### src/rtl/alu_disp_pkg.sv
// rtl/alu_disp_pkg.sv - shared types and constants for the ALU result display
package alu_disp_pkg;

    // Scan FSM: two lit slots separated by single blanking cycles.
    typedef enum logic [1:0] {
        SHOW0 = 2'd0,
        GAP0  = 2'd1,
        SHOW1 = 2'd2,
        GAP1  = 2'd3
    } disp_state_e;

    // Op encoding shared with the ALU top.
    typedef enum logic {
        OP_ADD = 1'b0,
        OP_SUB = 1'b1
    } alu_op_e;

    typedef struct packed {
        logic [2:0] data;
        logic       cb;
        alu_op_e    op;
    } alu_result_t;

    // Active-high segment patterns, bit order {g,f,e,d,c,b,a}.
    localparam logic [6:0] SEG_0     = 7'h3F;
    localparam logic [6:0] SEG_1     = 7'h06;
    localparam logic [6:0] SEG_2     = 7'h5B;
    localparam logic [6:0] SEG_3     = 7'h4F;
    localparam logic [6:0] SEG_4     = 7'h66;
    localparam logic [6:0] SEG_5     = 7'h6D;
    localparam logic [6:0] SEG_6     = 7'h7D;
    localparam logic [6:0] SEG_7     = 7'h07;
    localparam logic [6:0] SEG_8     = 7'h7F;
    localparam logic [6:0] SEG_9     = 7'h6F;
    localparam logic [6:0] SEG_MINUS = 7'h40;
    localparam logic [6:0] SEG_BLANK = 7'h00;

    // Digit codes fed to seg7_decode: 0..9 are numerals.
    localparam logic [3:0] CODE_MINUS = 4'd10;
    localparam logic [3:0] CODE_BLANK = 4'd15;

    // Right digit: magnitude. A negative sub result is shown negated (1..4).
    function automatic logic [3:0] digit0_code(input alu_result_t r);
        logic [2:0] mag;
        if (r.op == OP_SUB && r.data[2]) begin
            mag = ~r.data + 3'd1;
        end else begin
            mag = r.data;
        end
        return {1'b0, mag};
    endfunction

    // Left digit: sign only; blank unless a negative sub result.
    function automatic logic [3:0] digit1_code(input alu_result_t r);
        if (r.op == OP_SUB && r.data[2]) begin
            return CODE_MINUS;
        end
        return CODE_BLANK;
    endfunction

endpackage

### src/rtl/seg7_decode.sv
// rtl/seg7_decode.sv - digit code to active-high seven-segment pattern
//
// Ports:
//   code : 4-bit digit code (0-9, CODE_MINUS, anything else is blank)
//   seg  : 7-bit active-high pattern {g,f,e,d,c,b,a}
module seg7_decode
    import alu_disp_pkg::*;
(
    input  logic [3:0] code,
    output logic [6:0] seg
);

    always_comb begin
        seg = SEG_BLANK;
        case (code)
            4'd0:       seg = SEG_0;
            4'd1:       seg = SEG_1;
            4'd2:       seg = SEG_2;
            4'd3:       seg = SEG_3;
            4'd4:       seg = SEG_4;
            4'd5:       seg = SEG_5;
            4'd6:       seg = SEG_6;
            4'd7:       seg = SEG_7;
            4'd8:       seg = SEG_8;
            4'd9:       seg = SEG_9;
            CODE_MINUS: seg = SEG_MINUS;
            default:    seg = SEG_BLANK;
        endcase
    end

endmodule

### src/rtl/alu_result_display.sv
// rtl/alu_result_display.sv - captures ALU results and drives a 2-digit muxed 7-seg display
//
// Ports:
//   clk, rst           : clock (rising edge), asynchronous active-low reset
//   res_valid          : single-cycle result strobe
//   res_data/cb/op     : result value, carry/borrow flag, op (0 add, 1 sub)
//   res_ack            : one-cycle pulse the cycle after each capture
//   seg, dp, an        : registered display pins, polarity set by SEG_ACTIVE_LOW
module alu_result_display
    import alu_disp_pkg::*;
#(
    parameter int REFRESH_DIV    = 50000,
    parameter bit SEG_ACTIVE_LOW = 1'b1
) (
    input  logic       clk,
    input  logic       rst,
    input  logic       res_valid,
    input  logic [2:0] res_data,
    input  logic       res_cb,
    input  logic       res_op,
    output logic       res_ack,
    output logic [6:0] seg,
    output logic       dp,
    output logic [1:0] an
);

    localparam int               CNT_W     = $clog2(REFRESH_DIV);
    localparam logic [CNT_W-1:0] SLOT_LAST = CNT_W'(REFRESH_DIV - 1);
    localparam logic [6:0]       SEG_OFF   = {7{SEG_ACTIVE_LOW}};
    localparam logic [1:0]       AN_OFF    = {2{SEG_ACTIVE_LOW}};

    disp_state_e      state, state_next;
    logic [CNT_W-1:0] slot_cnt, slot_next;

    alu_result_t shadow;
    logic        have_result;
    alu_result_t disp;
    logic        disp_valid;

    alu_result_t disp_nx;
    logic        disp_valid_nx;
    logic [3:0]  code;
    logic [6:0]  seg_pat;
    logic [6:0]  seg_d;
    logic        dp_d;
    logic [1:0]  an_d;

    // Capture side: no back-pressure, last strobe wins.
    always_ff @(posedge clk or negedge rst) begin
        if (!rst) begin
            shadow      <= '0;
            have_result <= 1'b0;
            res_ack     <= 1'b0;
        end else begin
            res_ack <= res_valid;
            if (res_valid) begin
                shadow      <= '{data: res_data, cb: res_cb, op: alu_op_e'(res_op)};
                have_result <= 1'b1;
            end
        end
    end

    // Display register only changes at frame start so a frame never mixes
    // two results. GAP1 is always followed by SHOW0.
    always_ff @(posedge clk or negedge rst) begin
        if (!rst) begin
            disp       <= '0;
            disp_valid <= 1'b0;
        end else if (state == GAP1) begin
            disp       <= shadow;
            disp_valid <= have_result;
        end
    end

    // FSM state register.
    always_ff @(posedge clk or negedge rst) begin
        if (!rst) begin
            state    <= GAP1;
            slot_cnt <= '0;
        end else begin
            state    <= state_next;
            slot_cnt <= slot_next;
        end
    end

    // FSM next state; slot counter wraps to 0 on every state change.
    always_comb begin
        state_next = state;
        slot_next  = '0;
        case (state)
            SHOW0: begin
                if (slot_cnt == SLOT_LAST) state_next = GAP0;
                else                       slot_next  = slot_cnt + CNT_W'(1);
            end
            GAP0:  state_next = SHOW1;
            SHOW1: begin
                if (slot_cnt == SLOT_LAST) state_next = GAP1;
                else                       slot_next  = slot_cnt + CNT_W'(1);
            end
            GAP1:    state_next = SHOW0;
            default: state_next = GAP1;
        endcase
    end

    // Output values are derived from the upcoming state and display contents,
    // then registered, so seg/dp/an all switch on the same edge as the state.
    always_comb begin
        disp_nx       = (state == GAP1) ? shadow      : disp;
        disp_valid_nx = (state == GAP1) ? have_result : disp_valid;
        code          = CODE_BLANK;
        an_d          = 2'b00;
        dp_d          = 1'b0;
        case (state_next)
            SHOW0: begin
                an_d = 2'b01;
                code = digit0_code(disp_nx);
                dp_d = disp_valid_nx & disp_nx.cb;
            end
            SHOW1: begin
                an_d = 2'b10;
                code = digit1_code(disp_nx);
            end
            default: begin
                an_d = 2'b00;
            end
        endcase
        seg_d = disp_valid_nx ? seg_pat : SEG_BLANK;
    end

    seg7_decode u_seg7_decode (
        .code (code),
        .seg  (seg_pat)
    );

    // Pin registers; polarity applied here.
    always_ff @(posedge clk or negedge rst) begin
        if (!rst) begin
            seg <= SEG_OFF;
            dp  <= SEG_ACTIVE_LOW;
            an  <= AN_OFF;
        end else begin
            seg <= seg_d ^ SEG_OFF;
            dp  <= dp_d ^ SEG_ACTIVE_LOW;
            an  <= an_d ^ AN_OFF;
        end
    end

endmodule

### config.mk
export PLATFORM = sky130hd
export DESIGN_NAME = alu_result_display
export DESIGN_NICKNAME = d
export VERILOG_FILES = /design/src/rtl/alu_disp_pkg.sv /design/src/rtl/seg7_decode.sv /design/src/rtl/alu_result_display.sv
export SDC_FILE = /design/constraint.sdc
export NUM_CORES = 1
export LEC_CHECK = 0
export ABC_CLOCK_PERIOD_IN_PS = 5100
export CORE_ASPECT_RATIO = 0.75
export CORE_MARGIN = 5
export CORE_UTILIZATION = 63
export CTS_BUF_LIST = sky130_fd_sc_hd__clkbuf_2 sky130_fd_sc_hd__clkbuf_4 sky130_fd_sc_hd__clkbuf_8
export DETAILED_ROUTE_END_ITERATION = 8
export GPL_TIMING_DRIVEN = 0
export PLACE_DENSITY = 0.87
export SYNTH_ARGS = -nofsm -noshare
export SYNTH_HDL_FRONTEND = slang
export SYNTH_HIERARCHICAL = 1
export SYNTH_SLANG_ARGS = --single-unit
export TNS_END_PERCENT = 10
### constraint.sdc
create_clock -name clk -period 5.1 [get_ports clk]
set_input_delay 0.51 -clock clk [delete_from_list [all_inputs] [get_ports clk]]
set_output_delay 0.51 -clock clk [all_outputs]
set_load 0.05 [all_outputs]
==> impl_metrics.json, run 1 <==
{
  "max_slew_headroom_at_the_worst_pin_pct": 42.53,
  "maxCapViolations": 0,
  "post_route_cells_drive_above_1_share_pct": 19.23,
  "period_share_pct": 58.49,
  "areaGrowthSynthToFinish_pct": 16.15,
  "die_area_um2": 4367,
  "post_synth_edffs": 0,
  "netlist.area_leader.share_pct": 36.73,
  "finClkSkew_ns": 0.009684,
  "yosysWarningCount": 6,
  "finalSetupViolCount": 0,
  "design.core.area_um2": 2978,
  "track_usage_pct": 20.65,
  "worstPathRequired_ns": 5.33,
  "top_level_ports": 19,
  "timing.final.max_slew_violations": 0,
  "post-cts-setup-buffers": 0,
  "wl_um": 3900,
  "antenna_fix_cells": 0,
  "std_cell_rows": 17,
  "final_net_count": 226,
  "worstSetupStartpointType": "register",
  "rr_worst_depth": 13,
  "synth_top_cells_by_count": "sky130_fd_sc_hd__dfrtp_1 (29), sky130_fd_sc_hd__nor2_1 (19), sky130_fd_sc_hd__nand2_1 (17)",
  "hold_buffers": 0,
  "hold_path_class": "primary input to asynchronous set/reset pin",
  "tightestPinTransition_ns": 0.8621,
  "postSynthCellCount": 182,
  "netlist_top_cells_area": "sky130_fd_sc_hd__dfrtp_1 (37%), sky130_fd_sc_hd__dfstp_2 (16%), sky130_fd_sc_hd__ha_1 (7.0%)",
  "globalRoute.totalOverflow": 0,
  "report.final.hold_viol_count": 0,
  "run_status": "completed",
  "synth_largest_area_cell": "sky130_fd_sc_hd__dfrtp_1",
  "synth-async-reset-ratio_pct": 100.0,
  "clock_latency_ns": 0.30,
  "power.ir.vdd_worst_mv": 0.1814,
  "wl_per_cell_um": 15.85,
  "die_x_um": 74.66,
  "stdcell_area_um2": 2295,
  "synth_cell_types": 33,
  "fillers": 192,
  "crit_path_time_final_ns": 2.983,
  "dp.final_hpwl_um": 2778,
  "post-route-drc-count": 0,
  "drtPass1Iterations": 4,
  "ys.flop_type": "sky130_fd_sc_hd__dfrtp_1",
  "cp.arrival_ns": 3.22,
  "postRouteAntennaNets": 0,
  "clockRootBuffer": "sky130_fd_sc_hd__clkbuf_8",
  "maximum_buffer_depth_of_the_clock_tree": 2,
  "die_h_um": 58.50,
  "port-buffer-count": 18,
  "grt_start_max_net_pins": 42,
  "timing.critical_path.fanout_max": 7,
  "path_clk_slew_ns": 0.08,
  "netlist_area_um2": 1976,
  "grt_first_pass_wirelength_um": 6679,
  "cts_resized": 0,
  "r2r_start": "state[1]$_DFF_PN1_",
  "worst-setup-path-type": "register to register",
  "power.static_leakage_uw": 0.0009810,
  "initialDrtViolationCount": 136,
  "via_per_inst": 5.671,
  "synth-seq-cells": 41,
  "tritoncts_num_sinks": 41,
  "routabilityCongestion": 0.8801,
  "synth_fp_nets": 201,
  "post-synth-top-count-cell": "sky130_fd_sc_hd__dfrtp_1",
  "floorplan.initialDensity_pct": 66.34,
  "number_of_global_route_vias_before_repair": 1443,
  "crit_start": "state[1]$_DFF_PN1_",
  "powerDensity_nw_per_um2": 248.4,
  "setup-tns-final_ns": 0,
  "numCtsBuffers": 5,
  "grt_antenna_before_repair": 0,
  "rsz0062_at_grt": "no",
  "critPathCapture": "seg[3]$_DFF_PN1_",
  "detailroute.via_count": 1395,
  "cts_max_level": 2,
  "timing.rr.end": "seg[3]$_DFF_PN1_",
  "placed_cell_area_um2": 2198,
  "cts_tree": "done",
  "post_synth.cell_area_avg_um2": 10.86,
  "ys_seq_area_share_pct": 52.69,
  "timing.reg2reg.setup_slack_ns": 2.12,
  "fmax_ghz": 0.3353,
  "crit_path_end_kind": "register"
}
per-layer routing:
layer | global-route usage [%] | wire (um) | share of wire, %
met5 | 0 | 0 | 0
met4 | 9.645 | 101 | 2.6
met3 | 5.631 | 183 | 4.7
met2 | 32.04 | 1907 | 49
met1 | 26.96 | 1707 | 44
placed cells by master, fill, tap and decap left out, types with 11 or more instances in the layout:
cell / count
sky130_fd_sc_hd__inv_1: 15
sky130_fd_sc_hd__nor2_1: 19
sky130_fd_sc_hd__ha_1: 11
sky130_fd_sc_hd__mux2_2: 11
sky130_fd_sc_hd__clkdlybuf4s50_1: 17
sky130_fd_sc_hd__dfstp_2: 12
sky130_fd_sc_hd__nand2_1: 17
sky130_fd_sc_hd__dfrtp_1: 29
sky130_fd_sc_hd__xnor2_1: 11
power breakdown:
part | internal [uW] | total (uW) | switching [uW]
clock network | 110 | 220 | 111
logic | 8.44 | 18.3 | 9.87
registers | 330 | 332 | 1.92
total | 448 | 570 | 122
critical path, cell delays in order (launching register included):
cell and delay (ns):
sky130_fd_sc_hd__dfstp_2 0.55, sky130_fd_sc_hd__ha_1 0.14, sky130_fd_sc_hd__clkbuf_1 0.29, sky130_fd_sc_hd__mux2_2 0.41
sky130_fd_sc_hd__inv_1 0.07, sky130_fd_sc_hd__ha_1 0.24, sky130_fd_sc_hd__mux2i_1 0.16, sky130_fd_sc_hd__nand3b_1 0.26
sky130_fd_sc_hd__inv_1 0.23, sky130_fd_sc_hd__ha_1 0.20, sky130_fd_sc_hd__nor2_2 0.04, sky130_fd_sc_hd__a21oi_1 0.15
sky130_fd_sc_hd__o22ai_1 0.10, sky130_fd_sc_hd__nand2_1 0.08
metrics by stage:
| stage | util [%] | setup slack [ns] | hold slack [ns] | total power, uW | instances |
|---|---|---|---|---|---|
| floorplan | - | 2.565 | 0.2144 | 342.8 | 182 |
| global placement | 73.99 | 2.341 | 0.4536 | 355.8 | 238 |
| detailed placement | 73.82 | 2.148 | 0.4655 | 356.8 | 238 |
| CTS | 77.06 | 2.096 | 0.3482 | 577.1 | 246 |
| global route | 77.06 | 1.902 | 0.4032 | 594.0 | 246 |
| finish | 77.06 | 2.117 | 0.3244 | 570.1 | 246 |
area by class of cell:
type                       count  area, um^2  area share, %
buffer                         5       48.80          2.127
clock inverter                 2       13.76         0.5998
timing repair buffer          18       175.2          7.634
tap                           38       47.55          2.072
sequential                    41        1041          45.37
clock buffer                   6       82.58          3.599
inverter                      15       56.30          2.454
multi-input combinational    121       829.5          36.15
sequential cells by signal (all words and copies together) (netlist names), 2 cells and up:
signal	flops
an	2
slot_cnt	16
shadow	5
seg	7
state	2
disp	5
worst min path at each step:
stage	start	endpoint	slack, ns
floorplan	rst	disp[0]$_DFF_PN0_	0.21
detailed placement	have_result$_DFFE_PN0P_	have_result$_DFFE_PN0P_	0.47
global route	rst	slot_cnt[2]$_DFF_PN0_	0.40
finish	rst	slot_cnt[14]$_DFF_PN0_	0.32
CTS	rst	shadow[2]$_DFFE_PN0P_	0.35
global placement	have_result$_DFFE_PN0P_	have_result$_DFFE_PN0P_	0.45
cell families after synthesis:
group / share of synthesized area [%]
multiplexers: 7.283
AND/OR/NAND/NOR: 17.23
flip-flops: 52.69
buffers and inverters: 5.319
adder cells (fa/ha/maj): 6.966
XOR/XNOR: 5.763
AO/OA/AOI/OAI: 4.750
Power figures use the tool's default switching activity.
==> inputs of run 2 (changes only) <==
--- a/config.mk
+++ b/config.mk
@@ -5,14 +5,14 @@
 export SDC_FILE = /design/constraint.sdc
 export NUM_CORES = 1
 export LEC_CHECK = 0
-export ABC_CLOCK_PERIOD_IN_PS = 5100
+export ABC_CLOCK_PERIOD_IN_PS = 2980
 export CORE_ASPECT_RATIO = 0.75
 export CORE_MARGIN = 5
-export CORE_UTILIZATION = 63
+export CORE_UTILIZATION = 59
 export CTS_BUF_LIST = sky130_fd_sc_hd__clkbuf_2 sky130_fd_sc_hd__clkbuf_4 sky130_fd_sc_hd__clkbuf_8
 export DETAILED_ROUTE_END_ITERATION = 8
 export GPL_TIMING_DRIVEN = 0
-export PLACE_DENSITY = 0.87
+export PLACE_DENSITY = 0.82
 export SYNTH_ARGS = -nofsm -noshare
 export SYNTH_HDL_FRONTEND = slang
 export SYNTH_HIERARCHICAL = 1
==> constraint.sdc (replaced) <==
create_clock -name clk -period 2.98 [get_ports clk]
set_input_delay 0.298 -clock clk [delete_from_list [all_inputs] [get_ports clk]]
set_output_delay 0.298 -clock clk [all_outputs]
set_load 0.05 [all_outputs]
==> run 2 against run 1 <==
Sequential share of layout area down 0.44 points. Wire length down 8.0%. Sequential power up 71%. Critical path type unchanged. Critical endpoint is now seg[0]$_DFF_PN1_. Largest power group unchanged.
==> impl_metrics.json, run 2 (same netlist as run 1, synthesis figures left out) <==
{
  "run_status": "completed",
  "grt_start_max_net_pins": 42,
  "post-route-drc-count": 0,
  "internal_power_uw": 860.9,
  "die_x_um": 76.82,
  "hold_buffers": 0,
  "critPathMostFrequentCell": "sky130_fd_sc_hd__o22ai_1",
  "powerDensity_nw_per_um2": 458.7,
  "p_clk_share_pct": 43.6,
  "timing.critical_path.slowest_cell_delay_ns": 0.56,
  "drtPass1Iterations": 4,
  "power.static_leakage_uw": 0.0009909,
  "placed_cells": 240,
  "fillers": 230,
  "grt_antenna_before_repair": 0,
  "maximum_buffer_depth_of_the_clock_tree": 2,
  "std_cell_rows": 18,
  "wl_um": 3589,
  "post-cts-setup-buffers": 0,
  "numCtsBuffers": 5,
  "final_cell_count_no_fill": 247,
  "floorplan.initialDensity_pct": 60.50,
  "power.ir.vdd_worst_mv": 0.3734,
  "routabilityCongestion": 0.8185,
  "wl_per_cell_um": 14.53,
  "globalRoute.totalOverflow": 0,
  "final_net_count": 225,
  "post_route_cells_drive_above_1_share_pct": 19.81,
  "max_slew_headroom_at_the_worst_pin_pct": 43.20,
  "initialDrtViolationCount": 78,
  "areaGrowthSynthToFinish_pct": 17.29,
  "crit_path_time_final_ns": 2.737,
  "design.core.area_um2": 3266,
  "timing.final.max_slew_violations": 0,
  "cts_max_level": 2,
  "sw_frac_of_total_pct": 19.01,
  "timing.critical_path.fanout_max": 7,
  "number_of_global_route_vias_before_repair": 1459,
  "finalSetupViolCount": 0,
  "report.final.hold_viol_count": 0,
  "crit_chain": "or4_1, nor4_2, o22ai_1, nand3b_1, inv_2, ha_1, nor2_2, a21oi_1, o22ai_1, nand2_1",
  "setup-tns-final_ns": 0,
  "cp.arrival_ns": 2.95,
  "multi_input_combinational_cell_area_um2": 829.5,
  "worstPathRequired_ns": 3.19,
  "regArea_um2": 1041,
  "clock_latency_ns": 0.29,
  "postLayoutCoreUtil_pct": 70.96,
  "largest-register": "slot_cnt",
  "grt_first_pass_wirelength_um": 6534,
  "period_share_pct": 91.86,
  "rsz0062_at_grt": "no",
  "maxCapViolations": 0,
  "tightestPinTransition_ns": 0.8520,
  "via_per_inst": 5.429,
  "power_switching_uw": 202.0,
  "finClkSkew_ns": 0.007655,
  "layout_commonest_cell": "sky130_fd_sc_hd__dfrtp_1",
  "cts_resized": 0,
  "detailroute.via_count": 1341,
  "port-buffer-count": 18,
  "die_area_um2": 4618,
  "crit_path_end_kind": "register",
  "worst-setup-path-type": "register to register",
  "postRouteAntennaNets": 0,
  "timing.hold.ws_ns": 0.1165,
  "die_h_um": 60.12,
  "fmax_ghz": 0.3653,
  "path_clk_slew_ns": 0.07,
  "final_cell_mix": "sky130_fd_sc_hd__dfrtp_1 (29), sky130_fd_sc_hd__nor2_1 (19), sky130_fd_sc_hd__nand2_1 (17), sky130_fd_sc_hd__clkdlybuf4s50_1 (17), sky130_fd_sc_hd__inv_1 (14)",
  "dp.final_hpwl_um": 2603,
  "largest_reg_flops": 16,
  "track_usage_pct": 18.17,
  "clockRootBuffer": "sky130_fd_sc_hd__clkbuf_8",
  "slowest_stage": "sky130_fd_sc_hd__or4_1",
  "antenna_fix_cells": 0,
  "tritoncts_num_sinks": 41,
  "largestRegisters": "slot_cnt (16), seg (7)",
  "comb_power_share_pct": 2.9,
  "hold_path_class": "primary input to asynchronous set/reset pin",
  "top_level_ports": 19,
  "post-layout-total-power_uw": 1063,
  "cts_tree": "done",
  "worstSetupStartpointType": "register",
  "power.share.sequential_pct": 53.4
}
run 2: changes by cell type in the layout (fill, tap and decap cells not counted), sizes merged:
cell    change
bufinv      +1
clkinv      -2
run 2: worst paths after layout:
check	from	slack [ns]	depth (start not counted)	to
worst min-delay path	rst	0.12	1	shadow[2]$_DFFE_PN0P_
worst max-delay path	slot_cnt[10]$_DFF_PN0_	0.24	10	seg[0]$_DFF_PN1_
worst max register to register	slot_cnt[10]$_DFF_PN0_	0.24	10	seg[0]$_DFF_PN1_
worst min register to register	have_result$_DFFE_PN0P_	0.46	1	have_result$_DFFE_PN0P_
max in group asynchronous	rst	2.33	1	slot_cnt[9]$_DFF_PN0_
min in group clk	have_result$_DFFE_PN0P_	0.46	1	have_result$_DFFE_PN0P_
run 2: layout make-up:
class | count | share of cell area [%]
tap | 40 | 2.160
inverter | 15 | 2.430
multi-input combinational | 121 | 35.80
sequential | 41 | 44.92
clock buffer | 7 | 3.888
buffer | 4 | 1.944
clock inverter | 1 | 1.296
timing repair buffer | 18 | 7.559
run 2: worst max-delay path, delay by kind of cell (launching register included):
family,cells,cell delay [ns]
adders and majority gates,1,0.21
DFF,1,0.43
and+or+nand+nor,5,1.43
buffers and inverters,1,0.12
AOI/OAI and AO/OA,3,0.48
run 2: power groups by stage:
stage / clock network (uW) / registers, uW / logic (uW)
after floorplan: 0 / 579 / 7.19
after global placement: 0 / 578 / 31.5
after detailed placement: 0 / 578 / 32.2
after CTS: 471 / 568 / 32.3
after global routing: 494 / 569 / 35.6
final: 464 / 568 / 31.0
run 2: routing by layer:
metal | global-route usage (%) | share of wire (%)
met5 | 0 | 0
met4 | 7.980 | 0.53
met3 | 4.518 | 3.8
met2 | 31.92 | 49
met1 | 21.47 | 47
run 2: through the flow:
stage               setup WS (ns)  area [um^2]
floorplan                  0.4448         1976
global placement           0.2495         2206
detailed placement         0.1612         2201
CTS                        0.1055         2321
global route              0.04008         2317
finish                     0.2426         2317
==> inputs of run 3 (changes only) <==
--- a/config.mk
+++ b/config.mk
@@ -12,6 +12,7 @@
 export CTS_BUF_LIST = sky130_fd_sc_hd__clkbuf_2 sky130_fd_sc_hd__clkbuf_4 sky130_fd_sc_hd__clkbuf_8
 export DETAILED_ROUTE_END_ITERATION = 8
 export GPL_TIMING_DRIVEN = 0
+export HOLD_SLACK_MARGIN = 0.03
 export PLACE_DENSITY = 0.82
 export SYNTH_ARGS = -nofsm -noshare
 export SYNTH_HDL_FRONTEND = slang
==> results of run 3 <==
The final DEF is identical to that of run 2; final timing and power are the same.
